===== src/rtl/fetch_unit_if.sv =====
// Instruction-memory request/response channel between the fetch unit and memory.
//   imem_req_valid : request valid (fetch -> memory)
//   imem_req_addr  : request word address (fetch -> memory)
//   imem_req_ready : memory accepts the request when valid & ready (memory -> fetch)
//   imem_rsp_valid : one-cycle response pulse per accepted request (memory -> fetch)
//   imem_rsp_data  : fetched instruction word (memory -> fetch)
interface fetch_unit_if;
  logic        imem_req_valid;
  logic [31:0] imem_req_addr;
  logic        imem_req_ready;
  logic        imem_rsp_valid;
  logic [31:0] imem_rsp_data;

  modport master (
    output imem_req_valid,
    output imem_req_addr,
    input  imem_req_ready,
    input  imem_rsp_valid,
    input  imem_rsp_data
  );

  modport slave (
    input  imem_req_valid,
    input  imem_req_addr,
    output imem_req_ready,
    output imem_rsp_valid,
    output imem_rsp_data
  );
endinterface


===== src/rtl/fetch_unit.sv =====
// Instruction fetch stage with a single outstanding memory request and a decode-stage register.
//   clk       : clock, all state updates on the rising edge
//   reset     : asynchronous active-low reset
//   StallF    : suppresses issue of new fetch requests
//   StallD    : holds the decode-stage register
//   FlushD    : replaces the decode-stage register with a bubble (beats StallD and delivery)
//   PCSrcE    : taken branch/jump from execute; PCTargetE is the redirect address
//   imem      : instruction-memory channel (master side)
//   PCF       : next fetch address
//   InstrD, PCD, PCPlus4D, ValidD : decode-stage register contents
module fetch_unit #(
  parameter logic [31:0] RESET_PC = 32'h0000_0000
) (
  input  logic         clk,
  input  logic         reset,
  input  logic         StallF,
  input  logic         StallD,
  input  logic         FlushD,
  input  logic         PCSrcE,
  input  logic [31:0]  PCTargetE,
  fetch_unit_if.master imem,
  output logic [31:0]  PCF,
  output logic [31:0]  InstrD,
  output logic [31:0]  PCD,
  output logic [31:0]  PCPlus4D,
  output logic         ValidD
);

  localparam logic [31:0] Nop = 32'h0000_0013;

  typedef enum logic [1:0] {
    StReq,
    StWait,
    StHold
  } state_e;

  state_e      r_state, w_state_next;
  logic        r_drop, w_drop_next;
  logic [31:0] r_pcf;
  logic [31:0] r_req_pc;
  logic [31:0] r_hold_instr;
  logic [31:0] r_hold_pc;
  logic [31:0] r_instr_d, r_pc_d, r_pc4_d;
  logic        r_valid_d;

  logic        w_req_valid;
  logic        w_fire;
  logic        w_deliver;
  logic        w_capture;
  logic [31:0] w_deliver_instr;
  logic [31:0] w_deliver_pc;

  // Request valid is the only combinational output: state, StallF and PCSrcE only.
  assign w_req_valid         = (r_state == StReq) && !StallF && !PCSrcE;
  assign w_fire              = w_req_valid && imem.imem_req_ready;
  assign imem.imem_req_valid = w_req_valid;
  assign imem.imem_req_addr  = r_pcf;

  always_comb begin
    w_state_next    = r_state;
    w_drop_next     = r_drop;
    w_deliver       = 1'b0;
    w_capture       = 1'b0;
    w_deliver_instr = r_hold_instr;
    w_deliver_pc    = r_hold_pc;
    unique case (r_state)
      StReq: begin
        if (w_fire) w_state_next = StWait;
      end
      StWait: begin
        if (imem.imem_rsp_valid) begin
          // Any response ends the transaction; it survives only if not killed by an earlier
          // redirect (drop), a same-cycle redirect, or a decode flush.
          w_state_next = StReq;
          w_drop_next  = 1'b0;
          if (!r_drop && !PCSrcE && !FlushD) begin
            if (StallD) begin
              w_capture    = 1'b1;
              w_state_next = StHold;
            end else begin
              w_deliver       = 1'b1;
              w_deliver_instr = imem.imem_rsp_data;
              w_deliver_pc    = r_req_pc;
            end
          end
        end else if (PCSrcE) begin
          w_drop_next = 1'b1;
        end
      end
      StHold: begin
        if (PCSrcE || FlushD) begin
          w_state_next = StReq;
        end else if (!StallD) begin
          w_deliver    = 1'b1;
          w_state_next = StReq;
        end
      end
      default: w_state_next = StReq;
    endcase
  end

  always_ff @(posedge clk or negedge reset) begin
    if (!reset) begin
      r_state      <= StReq;
      r_drop       <= 1'b0;
      r_pcf        <= RESET_PC;
      r_req_pc     <= 32'h0;
      r_hold_instr <= Nop;
      r_hold_pc    <= 32'h0;
    end else begin
      r_state <= w_state_next;
      r_drop  <= w_drop_next;
      // Redirect overrides the sequential increment.
      if (PCSrcE) begin
        r_pcf <= PCTargetE;
      end else if (w_fire) begin
        r_pcf <= r_pcf + 32'd4;
      end
      if (w_fire) r_req_pc <= r_pcf;
      if (w_capture) begin
        r_hold_instr <= imem.imem_rsp_data;
        r_hold_pc    <= r_req_pc;
      end
    end
  end

  always_ff @(posedge clk or negedge reset) begin
    if (!reset) begin
      r_instr_d <= Nop;
      r_pc_d    <= 32'h0;
      r_pc4_d   <= 32'h0;
      r_valid_d <= 1'b0;
    end else if (FlushD) begin
      r_instr_d <= Nop;
      r_valid_d <= 1'b0;
    end else if (!StallD) begin
      if (w_deliver) begin
        r_instr_d <= w_deliver_instr;
        r_pc_d    <= w_deliver_pc;
        r_pc4_d   <= w_deliver_pc + 32'd4;
        r_valid_d <= 1'b1;
      end else begin
        // Bubble keeps the PCs of the last real instruction.
        r_instr_d <= Nop;
        r_valid_d <= 1'b0;
      end
    end
  end

  assign PCF      = r_pcf;
  assign InstrD   = r_instr_d;
  assign PCD      = r_pc_d;
  assign PCPlus4D = r_pc4_d;
  assign ValidD   = r_valid_d;

endmodule


===== src/flat_wrapper.sv =====
// flat-port wrapper written by rule: the top's interface ports become plain ports
module fetch_unit_flat 
#(
  parameter logic [31:0] RESET_PC = 32'h0000_0000
)
  (clk, reset, StallF, StallD, FlushD, PCSrcE, PCTargetE, PCF, InstrD, PCD, PCPlus4D, ValidD, imem_imem_req_valid, imem_imem_req_addr, imem_imem_req_ready, imem_imem_rsp_valid, imem_imem_rsp_data);
  fetch_unit_if imem_i ();
  input  logic clk;
  input  logic reset;
  input  logic StallF;
  input  logic StallD;
  input  logic FlushD;
  input  logic PCSrcE;
  input  logic [31:0] PCTargetE;
  output logic [31:0] PCF;
  output logic [31:0] InstrD;
  output logic [31:0] PCD;
  output logic [31:0] PCPlus4D;
  output logic ValidD;
  output wire logic [$bits(imem_i.imem_req_valid)-1:0] imem_imem_req_valid;
  output wire logic [$bits(imem_i.imem_req_addr)-1:0] imem_imem_req_addr;
  input wire logic [$bits(imem_i.imem_req_ready)-1:0] imem_imem_req_ready;
  input wire logic [$bits(imem_i.imem_rsp_valid)-1:0] imem_imem_rsp_valid;
  input wire logic [$bits(imem_i.imem_rsp_data)-1:0] imem_imem_rsp_data;
  assign imem_imem_req_valid = imem_i.imem_req_valid;
  assign imem_imem_req_addr = imem_i.imem_req_addr;
  assign imem_i.imem_req_ready = imem_imem_req_ready;
  assign imem_i.imem_rsp_valid = imem_imem_rsp_valid;
  assign imem_i.imem_rsp_data = imem_imem_rsp_data;
  fetch_unit #(.RESET_PC(RESET_PC)) u_core (.clk(clk), .reset(reset), .StallF(StallF), .StallD(StallD), .FlushD(FlushD), .PCSrcE(PCSrcE), .PCTargetE(PCTargetE), .imem(imem_i), .PCF(PCF), .InstrD(InstrD), .PCD(PCD), .PCPlus4D(PCPlus4D), .ValidD(ValidD));
endmodule

===== config.mk =====
export PLATFORM = sky130hd
export DESIGN_NAME = fetch_unit_flat
export DESIGN_NICKNAME = d
export VERILOG_FILES = /design/src/rtl/fetch_unit_if.sv /design/src/rtl/fetch_unit.sv /design/src/flat_wrapper.sv
export SDC_FILE = /design/constraint.sdc
export NUM_CORES = 1
export LEC_CHECK = 0
export CORE_UTILIZATION = 30
export DETAILED_ROUTE_END_ITERATION = 8
export PLACE_DENSITY_LB_ADDON = 0.25
export SYNTH_ARGS = -nofsm -noshare
export SYNTH_HDL_FRONTEND = slang
export SYNTH_SLANG_ARGS = --single-unit
export TNS_END_PERCENT = 100

===== constraint.sdc =====
create_clock -name clk -period 2.8 [get_ports clk]
set_input_delay 0.56 -clock clk [delete_from_list [all_inputs] [get_ports clk]]
set_output_delay 0.56 -clock clk [all_outputs]
set_load 0.01 [all_outputs]

Word level (Yosys, flattened, before mapping)

Cells that the tools add are included.

Register bits: 228
Bits in latches: 0
Bits in writable memories: 0
Memory bits (read-only): 0
Word-level logic and storage cells: 69
Memories: 0

$add $sub $neg: 2
Multiply operators: 0
Divide/modulo/power cells: 0
Order comparisons: 0
Equal/unequal tests: 6
Shifts and indexed selects: 0
Mux-type cells: 33
Bitwise operators: 2
Reduce and logical (&&, ||, !) cells: 16

Operators by type and width:

| kind                                                                   | number |
|---|---|
| 32-bit 2-to-1 mux                                                      | 12 |
| 32-bit by 3-bit adder with 32-bit output (second input constant)       | 2 |
| 1-bit 2-to-1 mux                                                       | 13 |
| 2-bit 2-to-1 mux                                                       | 6 |
| 2-bit case mux with 3 select lines                                     | 1 |
| 3-bit AND reduction                                                    | 2 |
| 1-bit logical AND                                                      | 5 |
| 1-bit zero test                                                        | 4 |
| 2-bit by 1-bit != test with 1-bit output (second input constant)       | 2 |
| 2-bit nonzero test                                                     | 2 |
| 3-bit by 2-bit != test with 1-bit output (second input constant)       | 1 |
| 2-bit by 1-bit equality test with 1-bit output (second input constant) | 1 |
| 2-bit equality test (second input constant)                            | 1 |
| 2-bit zero test                                                        | 1 |
| 2-bit != test (second input constant)                                  | 1 |
| 1-bit inverter                                                         | 2 |
| 1-bit case mux with 2 select lines                                     | 1 |
| 2-bit AND reduction                                                    | 1 |
| 1-bit logical OR                                                       | 1 |

Longest topological paths before layout

Depth in word-level cells: 9
Depth in mapped cells: 16

Least setup slack after synthesis

Ideal clock, no wire load.

Path kind: reg2reg
From: register u_core.r_state[1]
To: register u_core.r_pc4_d[16] (netlist: u_core.PCPlus4D[16])
Data arrival time: 2948 ps
Data required time: 2675 ps
Path slack: -272 ps
Stages on the path, launching flop included: 16
Path buffers: 5
Path through: dfrtp_1 -> inv_1 -> ha_1 -> nand4bb_1 -> buf_4 -> nor2_8 -> buf_4 -> buf_4 -> buf_2 -> nand2_1 -> nand2_1 -> ha_1 -> clkbuf_1 -> nand3_1 -> xor2_1 -> mux2_2

Cells in the longest elaborated chain, start to end: 3
Elaborated cells on any way between the ends: 6
Classes of those cells: 1 x add/sub; 2 x eq/ne; 2 x mux; 1 x reduce/logical

RTL lines:

| what                                           | RTL line          | text |
|---|---|---|
| from (decl)                                    | fetch_unit.sv:37  | `state_e r_state, w_state_next;` |
| from (signal assigned)                         | fetch_unit.sv:104 | `r_state <= StReq;` |
| from (signal assigned)                         | fetch_unit.sv:111 | `r_state <= w_state_next;` |
| 2-bit by 1-bit equality test with 1-bit output | fetch_unit.sv:66  | `unique case (r_state)` |
| 32-bit 2-to-1 mux                              | fetch_unit.sv:66  |  |
| net u_core.w_deliver_pc[2]                     | fetch_unit.sv:51  | `logic [31:0] w_deliver_pc;` |
| 32-bit by 3-bit adder with 32-bit output       | fetch_unit.sv:140 | `r_pc4_d <= w_deliver_pc + 32'd4;` |
| to (signal assigned)                           | fetch_unit.sv:140 |  |
| to (decl)                                      | fetch_unit.sv:43  | `logic [31:0] r_instr_d, r_pc_d, r_pc4_d;` |

The timed path passes the listed nets, and every way through them passes these cells.
A chain may end at the register's enable or synchronous reset.

Final worst setup path

From: register u_core.r_state[1]
To: output port imem_imem_req_valid

Cells in the longest elaborated chain, start to end: 3

RTL lines:

| what                            | RTL line           | text |
|---|---|---|
| 2-bit zero test                 | fetch_unit.sv:54   | `assign w_req_valid = (r_state == StReq) && !StallF && !PCSrcE;` |
| 1-bit logical AND (2 in series) | fetch_unit.sv:54   |  |
| to (decl)                       | flat_wrapper.sv:20 | `output wire logic [$bits(imem_i.imem_req_valid)-1:0] imem_imem_req_valid;` |

No other way between the ends.

==> impl_metrics.py <==
metrics = {
    "power_and_ir_drop": {
        "power.density_mw_per_mm2": 777,
        "peakVddDrop_mv": 0.393,
        "p_int_w": 0.00792,
        "seqPwrFrac_pct": 44.1,
        "pwr-share-clk_pct": 30.6,
        "leakage_nw": 6.08,
        "pwr-share-comb_pct": 25.4,
        "power.switching_w": 0.00348,
        "swShare_pct": 30.5,
    },
    "clock_tree": {
        "clock-root-buffer": "clkbuf_16",
        "ctsResizeCount": 0,
        "holdBufCountCts": 1,
        "clock_latency_ps": 530,
        "cts_buffers": 26,
        "cts_tree": "yes",
        "postCtsSetupBuffers": 0,
        "clkTransAtPathRegs_ps": 60,
        "clock_path_buffers": 3,
        "clock-sinks": 226,
        "cts.htree.levels": 1,
    },
    "sta": {
        "fmax_ghz": 0.380,
        "worst_pin_slew_ps": 536,
        "rsz0062_at_grt": "no",
        "setup_viol_count_final": 0,
        "skew_ps": 10.8,
        "fin_ws_ps": 170,
        "period_share_pct": 93.9,
        "maxSlewHeadroom_pct": 64.3,
        "period_minus_slack_ps": 2630,
        "finalHoldViolCount": 0,
        "drv_slew": 0,
    },
    "critical_path": {
        "cpPeakStageDelay_ps": 570,
        "slowest_stage": "clkdlybuf4s50_1",
        "path_buf_inv": 2,
        "critPathRequiredTime_ps": 2240,
        "critical_path.cell_chain": "inv_1 > ha_1 > nor3b_1 > clkdlybuf4s50_1",
        "critPathCaptureType": "output pin",
        "worst-path-max-fanout": 4,
        "crit_type": "reg2out",
        "critPathTopFamily": "buffers and inverters",
        "arrival_ps": 2070,
        "worstSetupStartpointType": "flop",
        "ff2ff_setup_slack_ps": 270,
    },
    "placement": {
        "dp_cells": 1664,
        "dp.final_hpwl_mm": 21.8,
        "pre_cts_ws_ps": -88.3,
        "place_congestion": 0.804,
        "portBuffers": 233,
    },
    "logic_synthesis": {
        "ys_types": 53,
        "synth_edf_count": 0,
        "netlist_top_cells_area": "dfrtp_1 51%, mux2_2 11%, o21ai_0 5.5%",
        "syn_avg_cell_area_um2": 10.8,
        "synth_top_area_share_pct": 50.9,
        "syn_area_mm2": 0.0108,
        "synthArstFlopShare_pct": 100,
        "synth_top_area_cell": "dfrtp_1",
        "ys.flop_type": "dfrtp_1",
        "yosysWarnings": 0,
        "yosys_register_bits": 226,
        "synth.yosys.seq_area_share_pct": 52.4,
        "synthCells": 1002,
        "syn_nets": 1080,
    },
    "grt": {
        "grtUsageTotal_pct": 16.0,
        "grt_pass1_vias": 8115,
        "grt_max_degree": 67,
        "grt_overflow": 0,
        "grt_pass1_wl_mm": 46.5,
        "antenna_found_initial": 1,
    },
    "detailed_routing": {
        "dr.pass1.iters": 5,
        "drt_iter0_markers": 426,
        "postRouteAntennaNets": 0,
        "routed_wl_mm": 29.6,
        "vias_per_cell": 4.76,
        "route.detailed.drc": 0,
        "avgRoutedWirePerCell_um": 17.3,
        "vias": 8155,
    },
    "final_layout": {
        "final.fill_count": 3440,
        "nets": 1310,
        "multi_input_area_mm2": 0.00465,
        "n_antenna_cell": 0,
        "fin_util_pct": 41.3,
        "drive_gt1_share_pct": 17.4,
        "layoutNonFillerInstCount": 1712,
        "area_growth_pct": 35.7,
        "regArea_mm2": 0.00566,
    },
    "floorplan": {
        "die_w_um": 192,
        "die_area_mm2": 0.0368,
        "io_pins": 234,
        "initial_utilization_pct": 30.5,
        "fp.dieH_um": 192,
        "design.core.area_mm2": 0.0355,
        "placementRows": 69,
    },
    "run_status": {
        "outcome": "finished clean",
    },
    "min_path": {
        "min_path_type": "reg2reg",
    },
    "run": {
        "max_cap_viol_count": 0,
    },
}
## tightest hold or removal path, stage by stage, from the launching register on
cell and delay [ps]:
dfrtp_1 340, nand2_1 50, o21ai_0 60
## worst paths after layout
check,from,end,cells past startpoint
worst max-delay path,u_core.r_state[1],imem_imem_req_valid,4
worst min-delay path,u_core.InstrD[22],u_core.InstrD[22],2
worst max register to register,u_core.r_state[1],u_core.PCPlus4D[28],11
worst min register to register,u_core.InstrD[22],u_core.InstrD[22],2
max in group asynchronous,reset,u_core.r_hold_pc[4],3
min in group asynchronous,reset,u_core.InstrD[27],2
## per-stage QoR
| stage | total power [W] | TNS, ps | area (um^2) | hold WS, ps |
|---|---|---|---|---|
| final | 0.0114 | 0 | 14700 | 475 |
| after floorplan | 0.00653 | 0 | 10800 | 264 |
| after CTS | 0.0115 | 0 | 14700 | 478 |
| after global routing | 0.0121 | 0 | 14700 | 491 |
| after detailed placement | 0.00800 | -235 | 13800 | 462 |
| after global placement | 0.00792 | -38.4 | 13800 | 461 |
## state kept, by name, indices dropped and copies added, names as in the netlist
signal	flops
u_core.PCPlus4D	32
u_core.r_drop	1
u_core.r_state	2
u_core.r_req_pc	32
u_core.ValidD	1
u_core.r_hold_instr	32
u_core.r_hold_pc	32
u_core.PCF	32
u_core.PCD	30
u_core.InstrD	32
## layout make-up
class,count,area share (%)
sequential,226,38.6
multi-input combinational,683,31.7
timing repair buffer,289,19.6
clock buffer,36,5.25
tap,461,3.93
clock inverter,11,0.802
inverter,6,0.154
## placed cells by master (no fill, tap or decap), types with 5 or more instances in the layout
master	instances
ha_1	6
nand4_1	30
dfstp_2	6
and2_1	6
nand3_1	37
clkdlybuf4s50_1	231
nor2_1	24
clkbuf_8	6
clkbuf_16	27
mux2_2	102
clkinv_2	5
xnor2_1	33
a31oi_1	6
a21oi_1	11
dfrtp_1	220
nand2_1	152
buf_4	46
and3_1	20
buf_12	9
inv_1	6
mux2i_1	56
o21ai_0	118
and4_1	7
xor2_1	21
## kinds of logic (layout without fill, tap and decap cells)
family                   count (synthesis)  after routing  share of synthesized area (%)
AO/OA/AOI/OAI                          159            159                           8.16
AND/OR/NAND/NOR                        305            305                           13.6
multiplexers                           159            159                           16.0
flip-flops                             226            226                           52.4
buffers and inverters                   93            342                           4.77
adder cells (fa/ha/maj)                  6              6                          0.695
XOR/XNOR                                54             54                           4.38
## per-layer routing
layer	GRT usage [%]	vias to the layer above	wire length, um
met4	3.33	2	478
met3	2.54	40	1760
met2	24.3	238	12700
met5	0	-	11
li1	-	3954	-
met1	23.8	3921	14600
## cell usage after synthesis (13+ instances only)
master	number
nand2_1	153
o21ai_0	118
nand4_1	30
xnor2_1	33
clkbuf_1	33
xor2_1	21
dfrtp_1	220
mux2_2	102
nand3_1	37
and3_1	20
buf_4	38
mux2i_1	56
buf_2	13
nor2_1	25
## power groups by stage
stage          Combinational, W  Sequential, W  Clock, W
3_3_place_gp            0.00287        0.00505         0
5_1_grt                 0.00319        0.00518   0.00371
2_1_floorplan           0.00167        0.00486         0
4_1_cts                 0.00294        0.00502   0.00359
6_report                0.00289        0.00502   0.00348
3_5_place_dp            0.00292        0.00508         0
Power figures use the tool's default switching activity.
